## src/rtl/button_step_pulser.sv

```systemverilog
`default_nettype none
// ============================================================================
//  Module      : button_step_pulser
//  Description : Turns two raw push-buttons into clean one-cycle step commands
//                for the up/down selector counter. Each button goes through a
//                2-FF synchroniser and a debouncer. A rising debounced level
//                produces a press pulse. An optional hold-to-auto-repeat FSM
//                adds further pulses while the button stays held.
//  Ports       : clk        - system clock, rising edge
//                reset      - synchronous, active-high reset
//                btn_up     - raw asynchronous up button, active high
//                btn_down   - raw asynchronous down button, active high
//                up         - one-cycle up step pulse (registered)
//                down       - one-cycle down step pulse (registered)
//                enable     - registered, equals up | down
//                up_level   - debounced level of btn_up
//                down_level - debounced level of btn_down
//  Revision    : 1.0 - initial release
// ============================================================================
module button_step_pulser #(
  parameter int DEBOUNCE_CYCLES = 1000000,
  parameter int REPEAT_EN       = 1,
  parameter int REPEAT_DELAY    = 50000000,
  parameter int REPEAT_PERIOD   = 20000000
) (
  input  logic clk,
  input  logic reset,
  input  logic btn_up,
  input  logic btn_down,
  output logic up,
  output logic down,
  output logic enable,
  output logic up_level,
  output logic down_level
);

  // One counter width serves the debounce and the repeat counters. Counts
  // only ever reach (parameter - 1), so $clog2 of the largest parameter fits.
  localparam int c_MAX_DR = (REPEAT_DELAY > REPEAT_PERIOD) ? REPEAT_DELAY : REPEAT_PERIOD;
  localparam int c_MAXP   = (DEBOUNCE_CYCLES > c_MAX_DR) ? DEBOUNCE_CYCLES : c_MAX_DR;
  localparam int c_CW     = (c_MAXP < 2) ? 1 : $clog2(c_MAXP);

  localparam logic [c_CW-1:0] c_DB_LAST = c_CW'(DEBOUNCE_CYCLES - 1);
  localparam logic [c_CW-1:0] c_RD_LAST = c_CW'(REPEAT_DELAY - 1);
  localparam logic [c_CW-1:0] c_RP_LAST = c_CW'(REPEAT_PERIOD - 1);
  localparam logic [c_CW-1:0] c_ONE     = c_CW'(1);
  localparam logic            c_REP_ON  = (REPEAT_EN != 0);

  typedef enum logic [1:0] {
    ST_IDLE = 2'd0,
    ST_HOLD = 2'd1,
    ST_RPT  = 2'd2
  } rep_state_t;

  // Index 0 = up button, index 1 = down button.
  logic [1:0] w_btn;
  logic [1:0] w_lvl;
  logic [1:0] w_req;
  logic       w_both;
  logic       w_fire_up;
  logic       w_fire_down;
  logic       r_up;
  logic       r_down;
  logic       r_en;

  assign w_btn  = {btn_down, btn_up};
  assign w_both = w_lvl[0] & w_lvl[1];

  generate
    for (genvar gi = 0; gi < 2; gi++) begin : g_btn
      logic            r_s1;
      logic            r_s2;
      logic            r_lvl;
      logic            r_lvl_d;
      logic [c_CW-1:0] r_dbc;
      logic [c_CW-1:0] r_rcnt;
      rep_state_t      r_state;
      logic            w_rise;
      logic            w_hit;

      // Synchroniser and debouncer: the synchronised value must differ from
      // the accepted level for DEBOUNCE_CYCLES consecutive edges before it is
      // taken. Any return to the current level restarts the count.
      always_ff @(posedge clk) begin
        if (reset) begin
          r_s1    <= 1'b0;
          r_s2    <= 1'b0;
          r_lvl   <= 1'b0;
          r_lvl_d <= 1'b0;
          r_dbc   <= '0;
        end else begin
          r_s1    <= w_btn[gi];
          r_s2    <= r_s1;
          r_lvl_d <= r_lvl;
          if (r_s2 != r_lvl) begin
            if (r_dbc == c_DB_LAST) begin
              r_lvl <= r_s2;
              r_dbc <= '0;
            end else begin
              r_dbc <= r_dbc + c_ONE;
            end
          end else begin
            r_dbc <= '0;
          end
        end
      end

      assign w_rise = r_lvl & ~r_lvl_d;

      // Repeat pulses are suppressed while both buttons are held; the FSM
      // also pins its counter to zero then, so the timing restarts cleanly.
      assign w_hit = r_lvl & ~w_both &
                     (((r_state == ST_HOLD) && c_REP_ON && (r_rcnt == c_RD_LAST)) ||
                      ((r_state == ST_RPT) && (r_rcnt == c_RP_LAST)));

      assign w_req[gi] = w_rise | w_hit;
      assign w_lvl[gi] = r_lvl;

      always_ff @(posedge clk) begin
        if (reset) begin
          r_state <= ST_IDLE;
          r_rcnt  <= '0;
        end else if (!r_lvl) begin
          r_state <= ST_IDLE;
          r_rcnt  <= '0;
        end else begin
          case (r_state)
            ST_IDLE: begin
              if (w_rise) begin
                r_state <= ST_HOLD;
                r_rcnt  <= '0;
              end
            end
            ST_HOLD: begin
              if (w_both || !c_REP_ON) begin
                r_rcnt <= '0;
              end else if (r_rcnt == c_RD_LAST) begin
                r_state <= ST_RPT;
                r_rcnt  <= '0;
              end else begin
                r_rcnt <= r_rcnt + c_ONE;
              end
            end
            ST_RPT: begin
              if (w_both) begin
                r_state <= ST_HOLD;
                r_rcnt  <= '0;
              end else if (r_rcnt == c_RP_LAST) begin
                r_rcnt <= '0;
              end else begin
                r_rcnt <= r_rcnt + c_ONE;
              end
            end
            default: begin
              r_state <= ST_IDLE;
              r_rcnt  <= '0;
            end
          endcase
        end
      end
    end
  endgenerate

  // Simultaneous requests cancel each other. A request directly after a pulse
  // from the same button is dropped so its pulses are never back to back.
  assign w_fire_up   = w_req[0] & ~w_req[1] & ~r_up;
  assign w_fire_down = w_req[1] & ~w_req[0] & ~r_down;

  always_ff @(posedge clk) begin
    if (reset) begin
      r_up   <= 1'b0;
      r_down <= 1'b0;
      r_en   <= 1'b0;
    end else begin
      r_up   <= w_fire_up;
      r_down <= w_fire_down;
      r_en   <= w_fire_up | w_fire_down;
    end
  end

  assign up         = r_up;
  assign down       = r_down;
  assign enable     = r_en;
  assign up_level   = w_lvl[0];
  assign down_level = w_lvl[1];

endmodule
`default_nettype wire

```

## config.mk

```make
export PLATFORM = sky130hd
export DESIGN_NAME = button_step_pulser
export DESIGN_NICKNAME = d
export VERILOG_FILES = /design/src/rtl/button_step_pulser.sv
export SDC_FILE = /design/constraint.sdc
export NUM_CORES = 1
export LEC_CHECK = 0
export CORE_MARGIN = 8
export CORE_UTILIZATION = 55
export DETAILED_ROUTE_END_ITERATION = 12
export GPL_TIMING_DRIVEN = 1
export MAX_ROUTING_LAYER = met4
export PLACE_DENSITY = 0.7
export SYNTH_ARGS = -nofsm -noshare
export SYNTH_HDL_FRONTEND = slang
export SYNTH_SLANG_ARGS = --single-unit
```

## constraint.sdc

```tcl
create_clock -name clk -period 4.7 [get_ports clk]
set_input_delay 0.94 -clock clk [delete_from_list [all_inputs] [get_ports clk]]
set_output_delay 0.94 -clock clk [all_outputs]
set_load 0.05 [all_outputs]
```

After elaboration in Yosys (flattened, before gate mapping) --
Index checks and enable logic that the tools add are counted.
Storage, ports and cells: bits in registers 119, latch bits 0, memory bits (writable) 0, bits in read-only memories 0, input port bits 4, output and inout port bits 5, word-level logic and storage cells 103, memories kept 0
Operators by class: add/sub/neg operators 4, $mul 0, divide/modulo/power cells 0, order comparisons 0, equality and inequality tests 20, shifts and indexed selects 0, mux-type cells 21, bitwise gates (word level) 25, reduce and logical (&&, ||, !) cells 16
Operator list (count):
- 26-bit two-way mux | 10
- 26-bit one-hot mux with 3 select lines | 2
- 26-bit by 1-bit adder with 26-bit output, second input constant | 4
- 26-bit by 20-bit equality test with 1-bit output, second input constant | 2
- 26-bit by 25-bit equality test with 1-bit output, second input constant | 2
- 26-bit equality test, second input constant | 2
- 2-bit two-way mux | 7
- 2-bit != test, second input constant | 6
- 2-bit one-hot mux with 3 select lines | 2
- 1-bit AND | 11
- 1-bit inverter | 11
- 4-bit AND reduction | 2
- 3-bit OR reduction | 2
- 2-bit by 1-bit equality test with 1-bit output, second input constant | 2
- 2-bit equality test, second input constant | 2
- 1-bit logical AND | 4
- 2-bit zero test | 2
- 2-bit by 1-bit != test with 1-bit output, second input constant | 2
- 2-bit AND reduction | 2
- 2-bit OR reduction | 2
- 1-bit OR | 3
- 1-bit logical OR | 2
- 1-bit != test | 2

Longest topological paths before layout --
Gate-level depths: netlist of the first run.
depth after elaboration 9, mapped depth 10, gate-level depth less buffers 7

Worst setup path before layout of the first run --
OpenSTA, ideal clock, no wires.
kind input-to-reg, from in reset, to reg g_btn[0].r_rcnt[7], setup time 0.074 ns, arrival 2.221 ns, required time 4.626 ns, path slack 2.405 ns, stages 9, path buffers 2, cells stage by stage nand2b_1 > inv_2 > nand3_1 > nand2b_1 > a21oi_1 > buf_4 > buf_2 > a21oi_1 > a31oi_1
On the way: longest elaborated chain between the ends 1
RTL lines:
- start, declared | RTL line 27 | input logic reset,
- 2-bit OR reduction (no line)
- end signal, assigned | RTL line 141 | r_rcnt <= r_rcnt + c_ONE;
- end signal, assigned | RTL line 151 | r_rcnt <= r_rcnt + c_ONE;
- end, declared | RTL line 76 | logic [c_CW-1:0] r_rcnt;
Every way passes these cells. A chain may end at the register's enable or synchronous reset.

Worst setup path in the final report of the first run --
from in reset, to reg g_btn[0].r_rcnt[15]
Same word-level chain as after synthesis.

==> flow_summary.yaml, run 1 <==
cts:
  clk_pin_slew_worst_paths_ns: 0.06
  postCtsSetupRepairBufs: 0
  ctsLongestPathBuffers: 2
  clock-sinks: 119
  htreeDepth: 4
  cts_resized: 0
  tritoncts: "yes"
  cts_root_buffer: "clkbuf_8"
  clock_latency_ns: 0.52
  cts_made_buffers: 17
  ctsHoldBuffers: 0
yosys:
  yosys_warnings: 0
  synth_area_um2: 5890
  seq_area_frac_synth: 0.404
  ys_async_sr_fraction: 0
  synth_top_area_frac: 0.404
  avgSynthCellArea_um2: 8.30
  synth_area_leader_cell: "dfxtp_1"
  ys_ff_latch: 119
  synth_edf_count: 0
  synth_area_leaders: "dfxtp_1 40%, xor2_1 5.5%, nor2_1 5.5%"
  syn_inst: 710
  ys.flop_type: "dfxtp_1"
  syn_nets: 726
  ys_types: 56
timing:
  whs_ns: 0.448
  relSlewSlack: 0.399
  fin_crit_ns: 3.03
  hold_violations: 0
  finalMaxSlewViolations: 0
  grt_setup_unrepaired: "no"
  finalSetupTns_ns: 0
  max_freq_mhz: 330
  clock_skew_ns: 0.00804
  worstMarginPinSlew_ns: 0.901
  finalCritPeriodShare: 0.645
  setup_violations: 0
routing:
  drcViolationCount: 0
  dr.first_iter.drc_count: 378
  routed-wl-met3_um: 515
  wirelength_um: 12600
  wl_met1_um: 6000
  vias_per_cell: 5.93
  dr.pass1.iters: 5
  top_layer_used: "met4"
  wl_per_cell_um: 14.7
  vias: 5102
  final_antenna_net_count: 0
  wl_met2_um: 6030
global_routing:
  antenna_found_initial: 0
  grt_max_degree: 39
  grt_pass1_vias: 4839
  grt_first_pass_wirelength_um: 21600
  grt_use_total: 0.185
  grt_overflow_total: 0
placed_design:
  post-place-cells: 829
  place_area_um2: 6020
  routabilityCongestion: 0.912
  io_buffers: 8
  dp_hpwl_um: 8430
critical_path:
  crit_arrival_ns: 3.47
  cpMostUsedCell: "nand2b_1"
  r2r-start: "g_btn[0].r_dbc[0]"
  slowest_stage: "a21oi_2"
  crit_chain: "clkdlybuf4s50_1 > nand2b_1 > inv_2 > nand3_1 > nand2b_1 > a21oi_2 > buf_4 > o21ai_0 > a31oi_1"
  critPathMaxStageDelay_ns: 0.67
  start_kind: "input port"
  required_ns: 5.14
  crit_type: "input port to flip-flop"
  cp_max_fo: 21
  cp-end-kind: "flip-flop"
  startpoint: "reset"
hold_path:
  worstHoldStart: "g_btn[0].r_s1"
  hp-class: "flip-flop to flip-flop"
final_layout:
  syn2layout_area_growth_pct: 13.8
  instances_no_fill: 861
  final_common_cell: "dfxtp_1"
  nNetsFinal: 728
  drive_gt1_frac: 0.0676
  finish.instance_area_um2: 6710
  nFillCells: 890
  layout_common_cells: "119 x dfxtp_1, 86 x nor2_1, 57 x nand3_1"
  diodes: 0
floorplan:
  rows: 37
  start_util: 0.568
  fp.dieW_um: 120
  core_area_um2: 10400
  die_area_um2: 14300
  fp.dieH_um: 120
  ios: 9
power:
  power_density_nw_per_um2: 375
  finalPower_w: 0.00252
  irDropWorstVdd_mv: 0.276
  leakage_nw: 2.19
flow_run:
  drv_cap: 0
run_status:
  status: "finished, final reports clean"
[cells in the mapped netlist (all sizes together) (16+ instances only)]
cell type / number
and3: 22
buf: 16
xor2: 37
a31oi: 24
nand4: 23
a21oi: 44
nor2: 86
nand2: 54
o21ai: 27
nand3: 57
dfxtp: 119
xnor2: 17
inv: 25
[cells by family (layout without fill, tap and decap cells)]
group,after synthesis,count (layout),synth area share
buffers and inverters,53,68,0.0427
AOI/OAI and AO/OA,125,125,0.131
and+or+nand+nor,336,336,0.298
muxes,11,11,0.0187
DFF,119,119,0.404
xor gates and xnor gates,54,54,0.0803
adders and majority gates,12,12,0.0255
[stage by stage]
stage	setup slack [ns]	utilization
final	1.67	0.647
after global routing	1.43	0.647
after CTS	1.72	0.647
after detailed placement	1.19	0.581
after global placement	1.30	0.581
after floorplan	2.40	-
[registers in the layout, indices dropped and copies added, names as in the netlist]
register,cells
down,1
down_level,1
enable,1
g_btn.r_dbc,52
g_btn.r_lvl_d,2
g_btn.r_rcnt,52
g_btn.r_s1,2
g_btn.r_s2,2
g_btn.r_state,4
up,1
up_level,1
[layer usage]
| layer | track usage | vias to the layer above |
|---|---|---|
| met4 | 0.0726 | 0 |
| met2 | 0.293 | 105 |
| met3 | 0.0506 | 11 |
| li1 | - | 2548 |
| met5 | - | - |
| met1 | 0.221 | 2438 |
[final cells by class]
class	instances	area, um2	share of cell area
Multi-Input combinational cell	538	3280	0.489
Sequential cell	119	2380	0.355
Clock buffer	18	428	0.0638
Clock inverter	14	253	0.0377
Tap cell	136	170	0.0254
Timing Repair Buffer	11	103	0.0153
Inverter	25	93.8	0.0140
[where the power goes]
group	leakage (nW)	internal, W	switching [W]
Combinational	0.905	0.00000420	0.00000559
Clock	0.327	0.00103	0.000463
Sequential	0.959	0.00101	0.00000120
Total	2.19	0.00205	0.000469
[worst max-delay path, delay by kind of cell]
kind	cells	cell delay [ns]
buffers and inverters	3	1.03
AOI/OAI and AO/OA	3	0.92
and+or+nand+nor	3	0.57
[worst paths after layout]
| path | to | slack [ns] | cells past startpoint |
|---|---|---|---|
| setup / recovery | g_btn[0].r_rcnt[15] | 1.67 | 9 |
| hold reg to reg | g_btn[0].r_s2 | 0.45 | 1 |
| hold / removal | g_btn[0].r_s2 | 0.45 | 1 |
| setup reg to reg | g_btn[0].r_dbc[10] | 2.06 | 6 |
No activity file was read; power rests on OpenSTA's default activity.
==> run 2, diff against run 1 <==
--- a/config.mk
+++ b/config.mk
@@ -10,7 +10,7 @@
 export DETAILED_ROUTE_END_ITERATION = 12
 export GPL_TIMING_DRIVEN = 1
 export MAX_ROUTING_LAYER = met4
-export PLACE_DENSITY = 0.7
+export PLACE_DENSITY = 0.73
 export SYNTH_ARGS = -nofsm -noshare
 export SYNTH_HDL_FRONTEND = slang
 export SYNTH_SLANG_ARGS = --single-unit
==> constraint.sdc (replaced) <==
create_clock -name clk -period 2.5 [get_ports clk]
set_input_delay 0.5 -clock clk [delete_from_list [all_inputs] [get_ports clk]]
set_output_delay 0.5 -clock clk [all_outputs]
set_load 0.05 [all_outputs]
==> flow_summary.yaml, run 2 (same netlist as run 1, synthesis figures left out) <==
global_routing:
  grt_overflow_total: 0
  grt_pass1_vias: 4698
  antenna_found_initial: 0
  grt_max_degree: 27
  grt_first_pass_wirelength_um: 21100
  grt_use_total: 0.184
final_layout:
  reg_top3: "g_btn.r_dbc: 52 flops, g_btn.r_rcnt: 52 flops, g_btn.r_state: 4 flops"
  nFillCells: 842
  regArea_um2: 2380
  multiInputGateArea_um2: 3290
  drive_gt1_frac: 0.0789
  nNetsFinal: 739
  layout_common_cells: "119 x dfxtp_1, 86 x nor2_1, 57 x nand3_1"
  diodes: 0
  fin_util: 0.650
  syn2layout_area_growth_pct: 14.4
  final_common_cell: "dfxtp_1"
floorplan:
  fp.dieW_um: 120
  fp.dieH_um: 120
  core_area_um2: 10400
  ios: 9
  start_util: 0.568
  die_area_um2: 14300
  rows: 37
critical_path:
  cp-end-kind: "output port"
  crit_arrival_ns: 1.89
  critPathMaxStageDelay_ns: 0.88
  startpoint: "down_level"
  slowest_stage: "clkdlybuf4s50_1"
  critical-path-top-delay-family: "buffers and inverters"
  crit_type: "flip-flop to output port"
  start_kind: "flip-flop"
  cp_max_fo: 7
  path_buf_inv: 1
  r2r_slack_ns: 0.19
  required_ns: 2.00
  r2r-start: "g_btn[1].r_rcnt[0]"
  crit_chain: "clkdlybuf4s50_1"
timing:
  grt_setup_unrepaired: "no"
  clock_skew_ns: 0.00996
  relSlewSlack: 0.459
  worstMarginPinSlew_ns: 0.800
  setup_violations: 0
  max_freq_mhz: 418
  hold_violations: 0
  fin_crit_ns: 2.39
  finalMaxSlewViolations: 0
  finalCritPeriodShare: 0.956
  finalSetupTns_ns: 0
routing:
  drcViolationCount: 0
  wirelength_um: 12500
  dr.pass1.iters: 8
  vias_per_cell: 5.86
  vias: 5104
  dr.first_iter.drc_count: 351
  final_antenna_net_count: 0
  wl_per_cell_um: 14.4
cts:
  clock-sinks: 119
  ctsLongestPathBuffers: 2
  tritoncts: "yes"
  clk_pin_slew_worst_paths_ns: 0.05
  htreeDepth: 4
  ctsHoldBuffers: 0
  cts_made_buffers: 17
  clock_latency_ns: 0.53
  postCtsSetupRepairBufs: 0
  cts_root_buffer: "clkbuf_8"
power:
  irDropWorstVdd_mv: 0.555
  power_density_nw_per_um2: 647
  leakage_nw: 2.22
run_status:
  status: "finished, final reports clean"
placed_design:
  io_buffers: 8
  dp_hpwl_um: 8630
  routabilityCongestion: 0.866
flow_run:
  drv_cap: 0
hold_path:
  worstHoldStart: "g_btn[0].r_s1"
  hp-class: "flip-flop to flip-flop"
## run 2: changes by cell type in the layout (fill, tap and decap cells not counted), sizes merged
cell	delta
clkinv	-1
bufinv	-4
clkdlybuf4s50	-1
buf	+11
dlygate4sd2	+1
clkbuf	+5
clkinvlp	-1
## run 2: layout make-up
| type | instances | share of cell area |
|---|---|---|
| Timing Repair Buffer | 22 | 0.0310 |
| Clock inverter | 8 | 0.0178 |
| Tap cell | 136 | 0.0252 |
| Sequential cell | 119 | 0.353 |
| Inverter | 25 | 0.0139 |
| Multi-Input combinational cell | 538 | 0.488 |
| Clock buffer | 23 | 0.0707 |
## run 2: path summary, 6_finish.rpt
| kind | end | depth (start not counted) |
|---|---|---|
| max reg2reg | enable | 7 |
| max | down_level | 1 |
| min reg2reg | g_btn[0].r_s2 | 1 |
| min | g_btn[0].r_s2 | 1 |
## run 2: routing by layer
metal | up-vias | GRT usage | wire [um]
met5 | - | - | 0
met2 | 94 | 0.297 | 6010
li1 | 2572 | - | -
met3 | 18 | 0.0530 | 499
met4 | 0 | 0.0788 | 176
met1 | 2420 | 0.211 | 5830
## run 2: worst reg2reg max path: cells and delay by family (launching register included)
kind / cells / cell delay (ns)
compound gates: 3 / 0.57
fa+ha+maj: 1 / 0.24
flops: 1 / 0.39
simple gates: 3 / 0.97
## run 2: report_power, final
group	internal [W]	switching, W
combinational	0.0000111	0.0000121
sequential	0.00190	0.00000241
clock	0.00161	0.000820
## run 2: per-stage QoR
stage	hold slack, ns	setup WS, ns	std cells	area (um2)	total power [W]
after floorplan	0.414	0.332	710	5890	0.00196
after global placement	0.424	0.183	840	6130	0.00197
after detailed placement	0.422	0.129	840	6130	0.00197
after CTS	0.436	0.0481	871	6730	0.00441
after global routing	0.473	0.0224	871	6740	0.00450
final	0.437	0.109	871	6740	0.00436
## run 2: repair_timing
action | in CTS | in global routing
hold endpoints to repair | 0 | 0
setup endpoints to repair | 1 | 11
resized for setup | 1 | 2
pin swaps | 0 | 1
==> run 3, diff against run 2 <==
--- a/config.mk
+++ b/config.mk
@@ -8,9 +8,11 @@
 export CORE_MARGIN = 8
 export CORE_UTILIZATION = 55
 export DETAILED_ROUTE_END_ITERATION = 12
+export GPL_ROUTABILITY_DRIVEN = 0
 export GPL_TIMING_DRIVEN = 1
 export MAX_ROUTING_LAYER = met4
 export PLACE_DENSITY = 0.73
 export SYNTH_ARGS = -nofsm -noshare
 export SYNTH_HDL_FRONTEND = slang
 export SYNTH_SLANG_ARGS = --single-unit
+export TNS_END_PERCENT = 10
==> results of run 3 <==
Same layout as run 2: the final DEF is identical, and so are final timing and power.
